<file path="src/rtl/prog_ctr.sv">
// Program counter and fetch sequencer: IDLE/RUN/HALT FSM, branch-target LUT, stall hold.
// Optional 16-bit RUN cycle counter enabled by defining PROG_CTR_CYCLE_CNT_EN.
module prog_ctr #(
  parameter int PC_W  = 10,
  parameter int TGT_W = 5
) (
  input  logic             CLK,
  input  logic             Reset,
  input  logic             Start,
  input  logic [2:0]       OP,
  input  logic             Zero,
  input  logic [TGT_W-1:0] Target,
  input  logic             Stall,
  input  logic             LutWe,
  input  logic [TGT_W-1:0] LutAddr,
  input  logic [PC_W-1:0]  LutData,
  output logic [PC_W-1:0]  PC,
  output logic             Running,
  output logic             Done,
  output logic             BrTaken
`ifdef PROG_CTR_CYCLE_CNT_EN
  ,
  output logic [15:0]      CycleCnt
`endif
);

  // state  | meaning
  // S_IDLE | PC held at 0, waiting for Start
  // S_RUN  | fetching: stall / halt / branch / increment
  // S_HALT | PC holds halting address, waiting for Start low
  typedef enum logic [1:0] {S_IDLE, S_RUN, S_HALT} state_t;

  localparam logic [2:0] OP_HALT = 3'b000;
  localparam logic [2:0] OP_BNEG = 3'b010;

  state_t            r_state;
  state_t            w_state_nxt;
  logic [PC_W-1:0]   r_pc;
  logic [PC_W-1:0]   w_pc_nxt;
  logic              r_br;
  logic              w_br_nxt;
  logic [PC_W-1:0]   r_lut [2**TGT_W];

  always_comb begin
    w_state_nxt = r_state;
    w_pc_nxt    = r_pc;
    w_br_nxt    = 1'b0;
    case (r_state)
      S_IDLE: begin
        w_pc_nxt = '0;
        if (Start) w_state_nxt = S_RUN;
      end
      S_RUN: begin
        if (Stall) begin
          w_pc_nxt = r_pc;
        end else if (OP == OP_HALT) begin
          w_state_nxt = S_HALT;
        end else if (OP == OP_BNEG && Zero) begin
          // Reads the pre-write LUT contents even if the same entry is written this cycle.
          w_pc_nxt = r_lut[Target];
          w_br_nxt = 1'b1;
        end else begin
          w_pc_nxt = r_pc + PC_W'(1);
        end
      end
      S_HALT: begin
        if (!Start) begin
          w_state_nxt = S_IDLE;
          w_pc_nxt    = '0;
        end
      end
      default: begin
        w_state_nxt = S_IDLE;
        w_pc_nxt    = '0;
      end
    endcase
  end

  always_ff @(posedge CLK) begin
    if (Reset) begin
      r_state <= S_IDLE;
      r_pc    <= '0;
      r_br    <= 1'b0;
    end else begin
      r_state <= w_state_nxt;
      r_pc    <= w_pc_nxt;
      r_br    <= w_br_nxt;
    end
  end

  always_ff @(posedge CLK) begin
    if (Reset) begin
      for (int i = 0; i < 2**TGT_W; i++) r_lut[i] <= '0;
    end else if (LutWe) begin
      r_lut[LutAddr] <= LutData;
    end
  end

  assign PC      = r_pc;
  assign Running = (r_state == S_RUN);
  assign Done    = (r_state == S_HALT);
  assign BrTaken = r_br;

`ifdef PROG_CTR_CYCLE_CNT_EN
  logic [15:0] r_cnt;

  always_ff @(posedge CLK) begin
    if (Reset) begin
      r_cnt <= '0;
    end else if (r_state == S_IDLE && w_state_nxt == S_RUN) begin
      r_cnt <= '0;
    end else if (r_state == S_RUN && r_cnt != 16'hFFFF) begin
      r_cnt <= r_cnt + 16'd1;
    end
  end

  assign CycleCnt = r_cnt;
`endif

endmodule
</file>
<file path="config.mk">
export PLATFORM = sky130hd
export DESIGN_NAME = prog_ctr
export DESIGN_NICKNAME = d
export VERILOG_FILES = /design/src/rtl/prog_ctr.sv
export SDC_FILE = /design/constraint.sdc
export NUM_CORES = 1
export LEC_CHECK = 0
export BUFFER_PORTS_ARGS = -buffer_cell sky130_fd_sc_hd__buf_2
export CORE_MARGIN = 2
export CORE_UTILIZATION = 61
export CTS_CLUSTER_DIAMETER = 200
export DETAILED_ROUTE_END_ITERATION = 12
export MAX_ROUTING_LAYER = met4
export PLACE_DENSITY = 0.75
export SLEW_MARGIN = 20
export SYNTH_ARGS = -nofsm -noshare
export SYNTH_HDL_FRONTEND = slang
export SYNTH_SLANG_ARGS = --single-unit
</file>
<file path="constraint.sdc">
create_clock -name CLK -period 2.95 [get_ports CLK]
set_clock_uncertainty 0.2 [all_clocks]
set_input_delay 0.295 -clock CLK [delete_from_list [all_inputs] [get_ports CLK]]
set_output_delay 0.295 -clock CLK [all_outputs]
set_load 0.01 [all_outputs]
</file>
==> impl_results.md, run 1 <==
- Status: finished, final reports clean
- DRT Pass-1 Iters: 5
- Syn_nets: 1,090
- CTS sink count: around 330
- Inst Count DP: 1,391
- Crit-path slowest cell: nor3_1
- Grt total ovfl: 0
- Post-CTS sizing: 0
- Die X: roughly 160 um
- Max cap viols: 0
- GRT Total Usage: a little under a third
- Input/output buffers: between 40 and 50
- Startpoint Class: input pin
- PD cells: around 610 nW/um2
- Layout area overhead: 11.6%
- Final min period: roughly 2.7 ns
- Worst VDD drop: slightly below 0.0004 V
- Top_reg_cell synth: edfxtp_1
- Max Clock Freq: between 300 and 400 MHz
- Row count: 58
- Drt total wl: between 30,000 and 40,000 um
- Wire per inst: between 20 and 30 um
- Final hold violation count: 0
- Avg Vias per Cell: 6.29
- Slew headroom: 36.6%
- Final Cycle Share: 90.6%
- CTS H-tree lvls: 2
- DP Area: 16,300 um2
- Die ar.: about 27,000 um2
- Crit Path Max Fanout: 8
- Post-synth design cell area: about 16,000 um2
- CP delay by family, top: simple AND/OR/NAND/NOR gates
- Ys Warns: 0
- Final non-filler cell total: 1,460
- Starting density of the core: 62.0%
- Post-CTS setup buffers: 0
- Fin area: between 15,000 and 20,000 um2
- Post-Syn Instances: 1,060
- Pins Over Slew Limit: 0
- CTS tree: built
- TritonCTS buffer count: 36
- Share of layout cells above drive strength 1: 22.7%
- Leakage: 6.23 nW
- Slew @ Worst Pin: about 0.94 ns
- Required @ worst endpoint: 3.19 ns
- Post-synthesis register bit count: around 330
- Ys async rst share: 0%
- Deepest clock path buffer count: 3
- Clock transition at the registers of the reported paths: roughly 0.060 ns
- Number of global-route vias before repair: between 9,000 and 10,000
- Final WS setup: 0.277 ns
- Seq/Total Area, Yosys: 63.2%
- # diodes: 0
- Initial antenna violation count: 0
- Die Y: 164 um
- Via count: about 9,200
- Final net count: between 1,000 and 1,500
- Root Buffer: clkbuf_16
- CP Capture Type: flip-flop
- Crit path buffers/inverters: 2
- Setup TNS: 0 ns
- Commonest cells after routing, fill and taps aside: 321 x and2_1, 320 x edfxtp_1, 77 x mux4_2
- RSZ-0062 raised after global routing: no
- HPWL Detailed: approximately 25,000 um
- Hold Slack: between 0.05 and 0.06 ns
- Final core occ: around 70%
- First-pass GRT wire length: approximately 58,000 um
- Syn Area/Cell: roughly 15 um2
- Ports: 42
- DP Worst Slack: roughly 0.18 ns
- Library cells used by synthesis: 49
- Setup CP Type: input pin to flip-flop
- Drt initial violations: 1,175
- Post-synth EDFFs: 320
- Core area: roughly 25,000 um2
- Routability congestion estimate: between 0.9 and 1
- Skew-Pair Late Insertion Delay: 0.52 ns
- CP max stage delay: 0.80 ns
- Final setup vio count: 0
- Critical Path AT: 2.91 ns
- Hold Path Class: input pin to flip-flop
- Largest net degree at the start of global routing: 46
- ANT nets after route: 0
- Tot Pwr: about 11 mW
- Most common cell after layout, fill and taps aside: and2_1
- DR DRC count: 0
- Crit path cell chain: dlygate4sd3_1, buf_2, nor3b_1, nand2_1, nor3_1, nand3_1, o22ai_1
[cells by family after synthesis]
group                      Yosys count  synth area share, %
muxes                              113                 14.2
adders and majority gates            1               0.0801
buffers and inverters               97                 2.67
xor gates and xnor gates             4                0.224
and+or+nand+nor                    467                 17.8
DFF                                333                 63.2
AOI/OAI and AO/OA                   45                 1.85
[synth_stat cells (3+ instances only)]
master | n | share of area (%)
a21oi_1 | 15 | 0.48
a221oi_1 | 4 | 0.22
a31oi_1 | 3 | 0.12
and2_1 | 321 | 13
buf_2 | 14 | 0.45
clkbuf_1 | 76 | 1.8
dfxtp_1 | 13 | 1.7
edfxtp_1 | 320 | 62
mux2_2 | 4 | 0.29
mux2i_1 | 25 | 1.6
mux4_1 | 7 | 1.2
mux4_2 | 77 | 11
nand2_1 | 19 | 0.46
nand2b_1 | 6 | 0.24
nand3_1 | 12 | 0.38
nand3b_1 | 8 | 0.38
nand4_1 | 5 | 0.20
nor2_1 | 40 | 0.96
nor2b_1 | 6 | 0.24
nor3b_1 | 4 | 0.19
o211ai_1 | 3 | 0.14
o21ai_0 | 5 | 0.16
o21ai_1 | 3 | 0.096
or2_2 | 32 | 1.3
or3_1 | 6 | 0.24
xor2_1 | 4 | 0.22
[per-layer routing]
metal	up-vias	part of all wire (%)	track usage (%)
met5	-	0	-
met4	0	3.3	10.4
met3	89	9.0	5.40
met2	502	48	49.1
met1	4633	39	42.0
li1	3966	-	-
[state kept, by name (all words and copies together) (netlist names)]
signal   cells
BrTaken      1
PC          10
r_lut      320
r_state      2
[worst min-delay path, stage by stage]
cell	delay, ns
buf_2	0.09
or3_1	0.14
nor3b_1	0.07
nand2b_1	0.06
a21oi_1	0.06
[timing repair]
item / CTS / global route
hold endpoints to repair: 2 / 0
hold buffers: 3 / 0
setup endpoints to repair: 0 / 0
[power by group]
| group | total, mW | switching, mW | internal, mW |
|---|---|---|---|
| clock network | 4.28 | 1.79 | 2.49 |
| registers | 5.50 | 0.0829 | 5.42 |
| logic | 0.789 | 0.462 | 0.327 |
[final timing paths]
check | startpoint | endpoint | slack, ns | cells past startpoint
max | Stall | PC[2] | 0.28 | 7
min reg2reg | PC[9] | PC[9] | 0.31 | 2
min | OP[2] | r_state[1] | 0.06 | 5
max reg2reg | r_state[0] | PC[2] | 0.33 | 5
[cell type report]
type                            instances  area, um2
Inverter                                1       3.75
Sequential cell                       333       9870
Multi-Input combinational cell        630       5330
Fill cell                            1633       7760
Tap cell                              330        413
Timing Repair Buffer                  100        698
Clock buffer                           57       1030
Clock inverter                          9       76.3
No activity file was read; power rests on OpenSTA's default activity.
==> inputs of run 2 (changes only) <==
ABC_CLOCK_PERIOD_IN_PS = 3300   (was not set)
SKIP_CTS_REPAIR_TIMING = 1   (was not set)
clock period = 3.3 ns   (was 2.95 ns; I/O delays follow)
==> impl_results.md, run 2 (same netlist as run 1, synthesis figures left out) <==
- RSZ-0062 raised after global routing: no
- Die Y: 164 um (unchanged)
- Slew headroom: 43.5% (+6.8 points)
- Min-Delay Startpoint: Stall
- GRT Total Usage: 31.8% (+0.66 points)
- Routability congestion estimate: 0.920 (+0.80%)
- Row count: 58 (unchanged)
- Die ar.: 26,900 um2 (unchanged)
- Largest Register: r_lut
- Final hold violation count: 1 (+1)
- Failing checks: negative hold slack
- Max Clock Freq: just under 400 MHz
- Max cap viols: 0 (unchanged)
- Crit Path Max Fanout: 34 (+26)
- Pins Over Slew Limit: 0 (unchanged)
- Final core occ: 68.6% (-0.60 points)
- CTS H-tree lvls: 2 (unchanged)
- Drt initial violations: 1,272 (+8.3%)
- Final Cycle Share: between 70% and 80%
- Most common cell after layout, fill and taps aside: and2_1
- Drt total wl: 39,600 um (+0.98%)
- Layout area overhead: 10.6%
- Multi-input logic area: 5330 um2 (unchanged)
- Initial antenna violation count: 0 (unchanged)
- Via count: 9,262 (+0.78%)
- PD cells: 535 nW/um2 (-12%)
- Inst Count DP: 1,384 (-0.50%)
- Number of global-route vias before repair: 9,249 (+1.5%)
- Worst VDD drop: 0.000322 V (-17%)
- Hold Slack: -0.0265 ns (-0.0857 ns)
- Input/output buffers: 41 (unchanged)
- Clock transition at the registers of the reported paths: 0.06 ns (about the same)
- Largest register FFs: 320 (unchanged)
- Setup TNS: 0 ns (unchanged)
- CTS tree: built
- Worst setup startpoint: Target[0]
- Ports: 42 (unchanged)
- Final non-filler cell total: 1,446 (-0.96%)
- Startpoint Class: input pin
- Core area: 25,200 um2 (unchanged)
- Final net count: 1,123 (-0.80%)
- Register area: 9870 um2 (unchanged)
- Deepest clock path buffer count: 3 (unchanged)
- Largest net degree at the start of global routing: 50 (+8.7%)
- Leakage: 6.15 nW (-1.3%)
- Slew @ Worst Pin: 0.848 ns (-0.0953 ns)
- Wire per inst: 27.4 um (+2.0%)
- Hold Path Class: input pin to flip-flop
- Tot Pwr: 9.24 mW (-13%)
- DR DRC count: 0 (unchanged)
- ANT nets after route: 0 (unchanged)
- Grt total ovfl: 0 (unchanged)
- Share of layout cells above drive strength 1: 22.0% (-0.61 points)
- TritonCTS buffer count: 36 (unchanged)
- CTS sink count: 333 (unchanged)
- # diodes: 0 (unchanged)
- Worst R2R Start: r_lut[4][1]
- Avg Vias per Cell: 6.41 (+1.8%)
- CP Capture Type: flip-flop
- FILL cells: 1,652 (+1.2%)
- DRT Pass-1 Iters: 6 (+1)
- Final setup vio count: 0 (unchanged)
- Required @ worst endpoint: 3.48 ns (+0.29 ns)
- Starting density of the core: 62.0% (unchanged)
- Status: finished, violations left
- HPWL Detailed: 24,700 um (-0.38%)
- DP Area: 16,200 um2 (-0.32%)
- Critical Path AT: 2.75 ns (-0.16 ns)
- Commonest cells after routing, fill and taps aside: 321 x and2_1, 320 x edfxtp_1, 77 x mux4_2
- Setup CP Type: input pin to flip-flop
- Root Buffer: clkbuf_16
- First-pass GRT wire length: 59,100 um (+2.2%)
- Skew-Pair Late Insertion Delay: 0.52 ns (about the same)
- Final min period: ~2.6 ns
- Die X: 164 um (unchanged)
- Fin area: 17,300 um2 (-0.87%)
-- run 2: power breakdown --
group / switching, mW / total (mW) / leakage (nW) / internal (mW)
clock: 1.56 / 3.61 / 0.497 / 2.05
sequential: 0.0732 / 4.92 / 3.15 / 4.85
combinational: 0.421 / 0.706 / 2.50 / 0.285
total: 2.06 / 9.24 / 6.15 / 7.18
-- run 2: layer usage --
metal  global-route usage, %  up-vias  routed length, um
met2                    47.3      566              18500
li1                        -     3946                  -
met5                       -        -                  0
met4                    10.8        0               1300
met1                    43.0     4662              15200
met3                    8.89       88               4660
-- run 2: area by class of cell --
| type | count | area share [%] |
|---|---|---|
| tap | 330 | 2.39 |
| timing repair buffer | 91 | 3.62 |
| inverter | 1 | 0.0217 |
| clock buffer | 48 | 5.60 |
| clock inverter | 13 | 0.355 |
| multi-input combinational | 630 | 30.9 |
| sequential | 333 | 57.1 |
-- run 2: per-stage QoR --
step | setup slack, ns | hold WS, ns
3_3_place_gp | 0.302 | 0.273
3_5_place_dp | 0.308 | 0.283
5_1_grt | 0.662 | 0.0104
2_1_floorplan | 0.913 | 0.251
4_1_cts | 0.830 | -0.0509
6_report | 0.731 | -0.0265
-- run 2: worst max-delay path: stages --
cell and delay, ns:
buf_4 0.51, mux4_1 0.68, mux4_2 0.49, a221oi_1 0.58
o41ai_1 0.12
-- run 2: path summary, 6_finish.rpt --
path                 to  slack [ns]  depth (start not counted)
max               PC[1]        0.73                          5
max reg2reg       PC[1]        0.83                          4
min reg2reg  r_state[0]        0.31                          1
min          r_state[1]       -0.03                          4
==> inputs of run 3 (changes only) <==
ABC_CLOCK_PERIOD_IN_PS = 2200   (was 3300)
CORE_UTILIZATION = 57   (was 61)
PLACE_DENSITY = 0.74   (was 0.75)
clock period = 2.2 ns   (was 3.3 ns; I/O delays follow)
==> impl_results.md, run 3 (same netlist as run 1, synthesis figures left out) <==
- Status: finished, violations left
- Failing checks: negative setup slack
- Layout area overhead: 14.6%
- Largest net degree at the start of global routing: 45 (-10%)
- Max cap viols: 0 (unchanged)
- PD cells: 806 nW/um2 (+51%)
- Share of layout cells above drive strength 1: 27.1% (+5.1 points)
- Crit Path Max Fanout: 1 (-97%)
- Final setup vio count: 1 (+1)
- Startpoint Class: flip-flop
- Pins Over Slew Limit: 0 (unchanged)
- # diodes: 0 (unchanged)
- Largest Register: r_lut
- ANT nets after route: 0 (unchanged)
- CTS sink count: 333 (unchanged)
- DRT Pass-1 Iters: 5 (-1)
- Core area: 27,000 um2 (+7.0%)
- Die X: 170 um (+3.4%)
- Die ar.: 28,700 um2 (+6.8%)
- Max Clock Freq: around 450 MHz
- Avg Vias per Cell: 6.16 (-3.8%)
- Slew headroom: 46.4% (+3.0 points)
- Final hold violation count: 0 (-1)
- Skew-Pair Late Insertion Delay: 0.51 ns (about the same)
- CTS tree: built
- Commonest cells after routing, fill and taps aside: 321 x and2_1, 320 x edfxtp_1, 93 x buf_4
- First-pass GRT wire length: 58,500 um (-1.0%)
- Drt initial violations: 1,043 (-18%)
- Number of global-route vias before repair: 9,044 (-2.2%)
- Final Cycle Share: 101%
- TritonCTS buffer count: 35 (-2.8%)
- CP Capture Type: flip-flop
- Setup TNS: -0.0201 ns (-0.0201 ns)
- Row count: 60 (+3.4%)
- Starting density of the core: 58.0% (-4.1 points)
- CTS H-tree lvls: 2 (unchanged)
- Fin area: 17,900 um2 (+3.6%)
- Setup CP Type: flip-flop to flip-flop
- Ports: 42 (unchanged)
- Grt total ovfl: 0 (unchanged)
- Inst Count DP: 1,446 (+4.5%)
- Worst VDD drop: 0.000434 V (+35%)
- Final non-filler cell total: 1,511 (+4.5%)
- Initial antenna violation count: 0 (unchanged)
- Most common cell after layout, fill and taps aside: and2_1
- Final WS setup: -0.0201 ns (-0.751 ns)
- Required @ worst endpoint: 2.37 ns (-1.11 ns)
- DR DRC count: 0 (unchanged)
- GRT Total Usage: 29.3% (-2.5 points)
- FILL cells: 1,811 (+9.6%)
- Final net count: 1,176 (+4.7%)
- Slew @ Worst Pin: 0.799 ns (-0.0494 ns)
- Via count: 9,312 (+0.54%)
- HPWL Detailed: 26,200 um (+6.1%)
- Routability congestion estimate: 0.942 (+2.4%)
- Hold Path Class: input pin to flip-flop
- Die Y: 170 um (+3.4%)
- Drt total wl: 39,700 um (+0.31%)
- Leakage: 6.48 nW (+5.4%)
- DP Area: 16,700 um2 (+2.9%)
- Root Buffer: clkbuf_16
- Critical Path AT: 2.39 ns (-0.36 ns)
- Clock transition at the registers of the reported paths: 0.07 ns (about the same)
- Input/output buffers: 41 (unchanged)
- Largest register FFs: 320 (unchanged)
- Wire per inst: 26.3 um (-4.0%)
- RSZ-0062 raised after global routing: yes
- Final min period: ~2.2 ns
- Deepest clock path buffer count: 3 (unchanged)
==> run 3: cell count changes in the layout (fill, tap and decap cells not counted), moves of 4 or more <==
cell / previous run / this run
buf_12: 3 / 9
buf_4: 48 / 93
clkbuf_1: 11 / 7
clkinv_1: 8 / 2
mux4_1: 7 / 1
mux4_2: 77 / 83
==> run 3: worst paths after layout <==
check / from / endpoint / slack [ns] / depth (start not counted)
worst max-delay path: r_lut[12][4] / PC[4] / -0.02 / 5
worst min-delay path: OP[2] / r_state[1] / 0.01 / 5
worst max register to register: r_lut[12][4] / PC[4] / -0.02 / 5
worst min register to register: r_state[1] / r_state[0] / 0.32 / 1
==> run 3: per-layer routing <==
layer / routed length (um) / GRT usage (%) / up-vias / share of wire (%)
met2: 18900 / 44.3 / 510 / 48
met3: 3930 / 6.23 / 67 / 9.9
li1: - / - / 4050 / -
met5: 0 / - / - / 0
met1: 16000 / 41.0 / 4685 / 40
met4: 874 / 8.03 / 0 / 2.2
==> run 3: final cells by class <==
class / instances / area [um2] / area share, %
Timing Repair Buffer: 145 / 1110 / 6.22
Clock inverter: 15 / 159 / 0.888
Sequential cell: 333 / 9870 / 55.1
Inverter: 1 / 3.75 / 0.0210
Clock buffer: 46 / 980 / 5.47
Multi-Input combinational cell: 630 / 5350 / 29.9
Tap cell: 341 / 427 / 2.38
==> run 3: where the power goes <==
part	total (mW)	switching (mW)	internal [mW]
sequential	7.40	0.128	7.27
clock	5.88	2.39	3.49
combinational	1.16	0.642	0.514
total	14.4	3.16	11.3
==> run 3: critical path, stage by stage, from the launching register on <==
cell      delay (ns)
edfxtp_1        0.42
mux4_2          0.49
mux4_2          0.52
mux2_4          0.28
o21ai_2         0.10
a21oi_1         0.07
==> run 3: per-stage QoR <==
stage	setup slack, ns	total power, mW	hold slack [ns]	utilization, %
after detailed placement	-0.293	8.65	0.305	62.0
after CTS	-0.0523	14.4	-0.198	66.2
after floorplan	0.0345	8.14	0.184	-
after global placement	-0.249	8.62	0.276	62.0
final	-0.0201	14.4	0.0145	66.4
after global routing	-0.0409	14.8	0.0527	66.4
